===== src/rtl/mul_div_unit.sv =====
// Iterative 32-bit MULT/MULTU/DIV/DIVU unit with architectural HI/LO registers.
// Shift-add multiply and restoring divide, one bit per cycle, sign fix-up at the end.
module mul_div_unit #(
  parameter int unsigned WIDTH = 32
) (
  input  logic             clk,
  input  logic             rst,
  input  logic             start,
  input  logic [1:0]       op,
  input  logic [WIDTH-1:0] A,
  input  logic [WIDTH-1:0] B,
  input  logic             mthi,
  input  logic             mtlo,
  input  logic [WIDTH-1:0] wdata,
  output logic             busy,
  output logic             done,
  output logic             div_by_zero,
  output logic [WIDTH-1:0] hi,
  output logic [WIDTH-1:0] lo
);

  localparam int unsigned CW = $clog2(WIDTH);

  typedef enum logic [1:0] {S_IDLE, S_MUL, S_DIV, S_FIX} state_t;

  state_t             state;
  logic [CW-1:0]      count;
  logic [2*WIDTH-1:0] acc;
  logic [WIDTH-1:0]   opd;
  logic               is_div;
  logic               zero_div;
  logic               neg_q;
  logic               neg_r;

  logic               sign_a, sign_b;
  logic [WIDTH-1:0]   abs_a, abs_b;
  logic [WIDTH:0]     mul_sum;
  logic [WIDTH:0]     div_sh;
  logic               div_ge;
  logic [WIDTH-1:0]   div_rem;
  logic [2*WIDTH-1:0] prod_fix;
  logic [WIDTH-1:0]   q_fix, r_fix;

  always_comb begin
    sign_a = ~op[0] & A[WIDTH-1];
    sign_b = ~op[0] & B[WIDTH-1];
    abs_a  = sign_a ? -A : A;
    abs_b  = sign_b ? -B : B;
  end

  // acc doubles as {partial product, multiplier} or {remainder, dividend/quotient}.
  always_comb begin
    mul_sum  = {1'b0, acc[2*WIDTH-1:WIDTH]} + (acc[0] ? {1'b0, opd} : '0);
    div_sh   = acc[2*WIDTH-1:WIDTH-1];
    div_ge   = div_sh >= {1'b0, opd};
    div_rem  = div_ge ? (div_sh[WIDTH-1:0] - opd) : div_sh[WIDTH-1:0];
    prod_fix = neg_q ? -acc : acc;
    q_fix    = neg_q ? -acc[WIDTH-1:0] : acc[WIDTH-1:0];
    r_fix    = neg_r ? -acc[2*WIDTH-1:WIDTH] : acc[2*WIDTH-1:WIDTH];
  end

  always_ff @(posedge clk or posedge rst) begin
    if (rst) begin
      state       <= S_IDLE;
      count       <= '0;
      acc         <= '0;
      opd         <= '0;
      is_div      <= 1'b0;
      zero_div    <= 1'b0;
      neg_q       <= 1'b0;
      neg_r       <= 1'b0;
      busy        <= 1'b0;
      done        <= 1'b0;
      div_by_zero <= 1'b0;
      hi          <= '0;
      lo          <= '0;
    end else begin
      done <= 1'b0;
      unique case (state)
        S_IDLE: begin
          if (start) begin
            is_div      <= op[1];
            neg_q       <= sign_a ^ sign_b;
            neg_r       <= sign_a;
            count       <= '0;
            busy        <= 1'b1;
            div_by_zero <= 1'b0;
            if (op[1] && (B == '0)) begin
              zero_div <= 1'b1;
              acc      <= {{WIDTH{1'b0}}, A};
              state    <= S_FIX;
            end else begin
              zero_div <= 1'b0;
              opd      <= op[1] ? abs_b : abs_a;
              acc      <= {{WIDTH{1'b0}}, (op[1] ? abs_a : abs_b)};
              state    <= op[1] ? S_DIV : S_MUL;
            end
          end else begin
            if (mthi) hi <= wdata;
            if (mtlo) lo <= wdata;
          end
        end
        S_MUL: begin
          acc   <= {mul_sum, acc[WIDTH-1:1]};
          count <= count + 1'b1;
          if (count == CW'(WIDTH - 1)) state <= S_FIX;
        end
        S_DIV: begin
          acc   <= {div_rem, acc[WIDTH-2:0], div_ge};
          count <= count + 1'b1;
          if (count == CW'(WIDTH - 1)) state <= S_FIX;
        end
        S_FIX: begin
          if (zero_div) begin
            lo          <= '1;
            hi          <= acc[WIDTH-1:0];
            div_by_zero <= 1'b1;
          end else if (is_div) begin
            lo <= q_fix;
            hi <= r_fix;
          end else begin
            {hi, lo} <= prod_fix;
          end
          done  <= 1'b1;
          busy  <= 1'b0;
          state <= S_IDLE;
        end
        default: state <= S_IDLE;
      endcase
    end
  end

endmodule


===== config.mk =====
export PLATFORM = sky130hd
export DESIGN_NAME = mul_div_unit
export DESIGN_NICKNAME = d
export VERILOG_FILES = /design/src/rtl/mul_div_unit.sv
export SDC_FILE = /design/constraint.sdc
export NUM_CORES = 1
export LEC_CHECK = 0
export ABC_AREA = 1
export BUFFER_PORTS_ARGS = -buffer_cell sky130_fd_sc_hd__buf_2
export CAP_MARGIN = 20
export CORE_MARGIN = 2
export CORE_UTILIZATION = 40
export CTS_BUF_LIST = sky130_fd_sc_hd__clkbuf_4 sky130_fd_sc_hd__clkbuf_8
export CTS_CLUSTER_SIZE = 24
export DETAILED_ROUTE_END_ITERATION = 8
export PLACE_DENSITY = 0.71
export SETUP_SLACK_MARGIN = 0.15
export SLEW_MARGIN = 10
export SYNTH_ARGS = -nofsm -noshare
export SYNTH_HDL_FRONTEND = slang
export SYNTH_SLANG_ARGS = --single-unit

===== constraint.sdc =====
create_clock -name clk -period 5.6 [get_ports clk]
set_input_delay 0.56 -clock clk [delete_from_list [all_inputs] [get_ports clk]]
set_output_delay 0.56 -clock clk [all_outputs]
set_load 0.02 [all_outputs]

==> results.json, run 1 <==
{
  "fin_crit_sh": 0.6294,
  "die_h_um": 218.7,
  "swShare": 0.6072,
  "max_freq_mhz": 283.7,
  "p_sw_mw": 7.734,
  "dp_hpwl_mm": 61.00,
  "synth_enable_flop_cells": 0,
  "slowest_stage": "o21ai_1",
  "finalWeightedCongestion": 1.061,
  "pwr_density_cell_mw_per_mm2": 629.7,
  "synthTopCellsByCount": "nand2_1 (940), nor2_1 (385), inv_1 (384)",
  "grt_pass1_wl_mm": 116.8,
  "die_width_um": 218.7,
  "p_leak_nw": 10.56,
  "max-vdd-ir-drop_uv": 699.5,
  "dp.cells": 3862,
  "avgRoutedWirePerCell_um": 19.83,
  "cts_buffers": 17,
  "yosysMostFrequentCell": "nand2_1",
  "cts_tree": "built",
  "internal_power_mw": 5.003,
  "drc": 0,
  "drtIter0Drc": 3512,
  "synthMuxAreaShare": 0,
  "synth_compound_area_frac": 0.1855,
  "start_util": 0.4055,
  "crit_chain": "buf_4 -> inv_2 -> ha_1 -> nand3_1 -> nor2_1 -> nand3_1 -> o21ai_1 -> nand2_1 -> nand2_1 -> nor2_1 -> o21ai_0 -> a21oi_1",
  "rsz0062_at_grt": "no",
  "syn_inst": 3190,
  "report.final.hold_viol_count": 0,
  "syn_avg_cell_area_um2": 5.781,
  "worstPathRequired_ns": 5.99,
  "grt_start_max_net_pins": 128,
  "synth_top_family_by_area": "simple AND/OR/NAND/NOR gates",
  "grt_pass1_vias": 19836,
  "post-cts-setup-buffer-count": 0,
  "dr.pass1.iters": 8,
  "yosysWarnings": 0,
  "synthArstFlopShare": 1.000,
  "setup_viol": 0,
  "areaGrowthSynthToFinish_pct": 9.689,
  "syn_area_mm2": 0.01844,
  "synth.distinct_cells": 53,
  "crit_path_end_kind": "flip-flop",
  "nNetsFinal": 3463,
  "n_antenna_cell": 0,
  "synth-adder-area-share": 0.05306,
  "io_pins": 170,
  "worst_pin_slew_ns": 1.064,
  "synth_top_cell_area_share": 0.2361,
  "power_frac_comb": 0.725,
  "dieArea_mm2": 0.04783,
  "synth_xor_area_frac": 0.02565,
  "vias": 22332,
  "stdcell_count": 3896,
  "arrival_ns": 3.91,
  "outcome": "completed",
  "seq_area_frac_synth": 0.2361,
  "yosys_register_bits": 174,
  "via_per_inst": 5.732,
  "max_stage_delay_ns": 0.62,
  "drive_gt1_frac": 0.08738,
  "synth_ff_type": "dfrtp_1",
  "start_kind": "flip-flop",
  "finClkSkew_ns": 0.01991,
  "slew_headroom": 0.2897,
  "period_minus_slack_ns": 3.524,
  "grt_use_total": 0.3186,
  "antenna_found_initial": 0,
  "io_buffers": 169,
  "rows": 78,
  "clk_latency_ns": 0.53,
  "path_max_fanout": 34,
  "cts.path.max_buffers": 2,
  "ys_top_cells_by_area": "dfrtp_1 (24%), nand2_1 (19%), nor2_1 (7.8%)",
  "core_area_mm2": 0.04548,
  "path_delay_family": "compound AO/OA/AOI/OAI gates",
  "setup-tns-final_ns": 0,
  "ant_nets": 0,
  "routed_wirelength_mm": 77.24,
  "cap_violations": 0,
  "grt-ovfl-total": 0,
  "pwr-share-seq": 0.197,
  "rrSetupSlack_ns": 2.08,
  "yosysTopAreaCell": "dfrtp_1",
  "crit_buf_inv": 2,
  "clockRootBuffer": "clkbuf_8",
  "htreeDepth": 4,
  "clock_power_share": 0.078,
  "cts-hold-fix-buffers": 0,
  "crit_type": "flip-flop to flip-flop",
  "clkSinkCount": 174,
  "clkTransAtPathRegs_ns": 0.11,
  "syn-num-nets": 3370,
  "hold_ws_ns": 0.05498,
  "cts_resized": 0,
  "nFillCells": 5068,
  "hold_class": "primary input to asynchronous set/reset pin",
  "synthSimpleGateAreaFrac": 0.3897,
  "final_max_slew_viol_count": 0
}
[routing by layer]
metal / GRT usage / vias up / share of wire
met5: 0 / - / 0
met1: 0.4374 / 10098 / 0.42
met4: 0.1588 / 0 / 0.057
met3: 0.05205 / 237 / 0.10
met2: 0.4829 / 1439 / 0.43
li1: - / 10558 / -
[layout by cell type, fill, tap and decap left out, drive strengths merged, types with 38 or more instances in the layout]
cell and instances:
dfrtp 174, nand2 951, nor2 404, o21ai 253, o22ai 38, a21oi 276
buf 195, nand3 266, inv 404, ha 75
[power by group through the flow]
stage / logic [mW] / clock network [mW] / registers [mW]
finish: 9.24 / 0.997 / 2.50
global route: 10.0 / 1.05 / 2.54
CTS: 8.90 / 1.00 / 2.47
detailed placement: 8.86 / 0 / 2.50
global placement: 8.84 / 0 / 2.48
floorplan: 5.92 / 0 / 2.55
[path summary, 6_finish.rpt]
kind / from / depth (start not counted) / to
max: acc[0] / 12 / hi[12]
min: rst / 2 / hi[10]
max reg2reg: acc[0] / 12 / hi[12]
min reg2reg: lo[9] / 2 / lo[9]
max in group asynchronous: rst / 3 / opd[22]
min in group clk: wdata[0] / 3 / lo[0]
[sequential cells by signal, indices dropped and copies added (netlist names)]
register and cells:
div_by_zero 1, hi 32, lo 32, neg_q 1, state 2, busy 1
is_div 1, neg_r 1, opd 32, done 1, zero_div 1, acc 64
count 5
[cells by family after synthesis]
family / count (synthesis)
buffers and inverters: 525
AOI/OAI and AO/OA: 637
adders and majority gates: 77
DFF: 174
xor gates and xnor gates: 54
and+or+nand+nor: 1723
[cell type report]
type,count,area (um^2),share of cell area
Tap cell,600,750.7,0.03711
Clock inverter,12,148.9,0.007361
Sequential cell,174,4354,0.2153
Clock buffer,20,275.3,0.01361
Inverter,404,1524,0.07534
Multi-Input combinational cell,2491,12080,0.5972
Timing Repair Buffer,195,1094,0.05406
[stage by stage]
stage | setup WS, ns | instance area (um^2) | total power, mW | utilization
2_1_floorplan | 0.3232 | 18440 | 8.466 | -
3_3_place_gp | 2.307 | 19750 | 11.33 | 0.4342
3_5_place_dp | 2.296 | 19750 | 11.35 | 0.4342
4_1_cts | 2.283 | 20170 | 12.37 | 0.4435
5_1_grt | 2.041 | 20230 | 13.62 | 0.4448
6_report | 2.076 | 20230 | 12.74 | 0.4448
Note: power is estimated with default switching activity, not from simulation.
==> run 2: changes to the inputs <==
ABC_AREA = 0   (was 1)
PLACE_DENSITY = 0.69   (was 0.71)
clock period = 3.6 ns   (was 5.6 ns; I/O delays follow)
==> results.json, run 2 <==
{
  "r2r-start": "acc[5]",
  "die_width_um": 203.2,
  "cap_violations": 0,
  "hold_class": "primary input to flip-flop",
  "regMostFlops": "acc",
  "finalWeightedCongestion": 1.033,
  "syn_area_mm2": 0.01588,
  "cts.path.max_buffers": 2,
  "rows": 72,
  "synth_enable_flop_cells": 0,
  "drive_gt1_frac": 0.1844,
  "hold-path-cell-count": 3,
  "antenna_found_initial": 0,
  "grt_start_max_net_pins": 64,
  "finalPower_mw": 21.41,
  "finClkSkew_ns": 0.01790,
  "fin_crit_sh": 0.9466,
  "final_common_cell": "nand2_1",
  "layout_common_cells": "nand2_1 (187), a21oi_1 (183), nor2_1 (181), dfrtp_1 (173), buf_2 (169)",
  "via_per_inst": 6.176,
  "start_kind": "flip-flop",
  "grt-ovfl-total": 0,
  "nFillCells": 3853,
  "clkSinkCount": 174,
  "drc": 0,
  "routed_wirelength_mm": 63.59,
  "avgRoutedWirePerCell_um": 22.97,
  "p_leak_nw": 8.606,
  "dr.pass1.iters": 5,
  "path_max_fanout": 6,
  "areaGrowthSynthToFinish_pct": 17.50,
  "max-vdd-ir-drop_uv": 574.9,
  "n_antenna_cell": 0,
  "seq_area_frac_synth": 0.2743,
  "core_area_mm2": 0.03892,
  "grt_pass1_wl_mm": 96.72,
  "io_buffers": 169,
  "htreeDepth": 4,
  "yosysWarnings": 0,
  "cts_tree": "built",
  "ys_top_cells_by_area": "dfrtp_1 (27%), xnor2_1 (6.4%), ha_1 (5.9%)",
  "yosysTopAreaCell": "dfrtp_1",
  "synth_top_cell_area_share": 0.2743,
  "syn_inst": 2046,
  "setup_viol": 0,
  "worstPathRequired_ns": 4.00,
  "rsz0062_at_grt": "yes",
  "pwr_density_cell_mw_per_mm2": 1148,
  "synth_ff_type": "dfrtp_1",
  "report.final.hold_viol_count": 0,
  "fin_util": 0.4793,
  "rrSetupSlack_ns": 0.19,
  "worst_pin_slew_ns": 1.083,
  "max_freq_mhz": 293.4,
  "final_max_slew_viol_count": 0,
  "min_to": "lo[31]",
  "synth.distinct_cells": 77,
  "arrival_ns": 3.80,
  "clkTransAtPathRegs_ns": 0.11,
  "slew_headroom": 0.2753,
  "largest_reg_flops": 64,
  "grt_use_total": 0.3027,
  "syn-num-nets": 2226,
  "crit_type": "flip-flop to flip-flop",
  "ant_nets": 0,
  "grt_pass1_vias": 16170,
  "clk_latency_ns": 0.51,
  "syn_avg_cell_area_um2": 7.759,
  "dieArea_mm2": 0.04130,
  "nNetsFinal": 2417,
  "hp-start": "wdata[31]",
  "vias": 17094,
  "outcome": "completed",
  "clockRootBuffer": "clkbuf_8",
  "dp_hpwl_mm": 50.30,
  "startpoint": "acc[5]",
  "drtIter0Drc": 1788,
  "period_minus_slack_ns": 3.408,
  "start_util": 0.4079,
  "io_pins": 170,
  "yosys_register_bits": 174,
  "r2r_cells": 9,
  "crit_path_end_kind": "flip-flop",
  "r2r_end": "hi[26]",
  "cts_buffers": 17,
  "setup-tns-final_ns": 0,
  "synthTopCellsByCount": "a21oi_1 (187), nand2_1 (187), nor2_1 (181)",
  "die_h_um": 203.2,
  "synthArstFlopShare": 1.000
}
[run 2: cell count changes in the layout (fill, tap and decap cells not counted), moves of 42 or more]
cell | before | now
nand3_1 | 265 | 23
a22oi_1 | 2 | 56
buf_4 | 23 | 143
xor2_1 | 30 | 82
mux2i_1 | 0 | 42
a21o_1 | 4 | 48
nor2_1 | 381 | 181
xnor2_1 | 24 | 116
o21ai_0 | 217 | 161
nand2_1 | 940 | 187
a21oi_1 | 276 | 183
inv_1 | 383 | 69
[run 2: through the flow]
step / std cells / instance area [um^2] / setup WS (ns) / hold WS (ns)
floorplan: 2046 / 15880 / 0.2241 / 0.4430
finish: 2768 / 18650 / 0.1921 / 0.1358
global placement: 2729 / 18020 / 0.1262 / 0.4550
global route: 2768 / 18650 / 0.04930 / 0.1316
CTS: 2761 / 18520 / 0.1576 / 0.1146
detailed placement: 2729 / 18020 / 0.05844 / 0.4637
[run 2: final cells by class]
| cell class | instances | area [um^2] | share of cell area |
|---|---|---|---|
| Clock buffer | 18 | 247.7 | 0.01328 |
| Clock inverter | 14 | 244.0 | 0.01308 |
| Inverter | 71 | 270.3 | 0.01449 |
| Multi-Input combinational cell | 1649 | 10750 | 0.5761 |
| Sequential cell | 174 | 4355 | 0.2335 |
| Tap cell | 518 | 648.1 | 0.03475 |
| Timing Repair Buffer | 324 | 2141 | 0.1148 |
[run 2: worst max-delay path by stage]
stage / to / slack [ns]
2_1_floorplan: acc[55] / 0.22
3_3_place_gp: acc[61] / 0.13
3_5_place_dp: acc[61] / 0.06
4_1_cts: hi[26] / 0.16
5_1_grt: hi[16] / 0.05
6_report: hi[26] / 0.19
[run 2: cells by family (layout without fill, tap and decap cells)]
| group | Yosys count | after routing | synth area share |
|---|---|---|---|
| AOI/OAI and AO/OA | 721 | 721 | 0.2875 |
| and+or+nand+nor | 607 | 607 | 0.1833 |
| buffers and inverters | 223 | 427 | 0.05470 |
| xor gates and xnor gates | 198 | 198 | 0.1092 |
| DFF | 174 | 174 | 0.2743 |
| adders and majority gates | 77 | 77 | 0.06163 |
| muxes | 46 | 46 | 0.02932 |
[run 2: layer usage]
metal / share of wire / global-route usage
met3: 0.084 / 0.04922
met5: 0 / 0
met2: 0.44 / 0.4590
met4: 0.039 / 0.1131
met1: 0.44 / 0.4315
[run 2: repair_timing]
action / in CTS / in global routing
hold buffers: 0 / 1
buffers inserted: 0 / 5
gates cloned: 0 / 0
pin swaps: 0 / 9
endpoints found under the hold margin: 0 / 13
setup endpoints to repair: 3 / 20
resized for setup: 3 / 17
[run 2: worst max-delay path: stages (launching register included)]
cell and delay (ns):
dfrtp_1 0.41, or4_4 0.58, or4_4 0.47, or4_4 0.61, or2_4 0.30, o21ai_4 0.27
o21ai_2 0.09, xnor2_1 0.21, o21ai_1 0.11, o221a_1 0.24
[run 2: report_power, final]
group / switching (mW) / total, mW / internal [mW]
sequential: 0.862 / 3.78 / 2.91
combinational: 9.85 / 15.9 / 6.02
clock: 0.883 / 1.76 / 0.875
total: 11.6 / 21.4 / 9.81
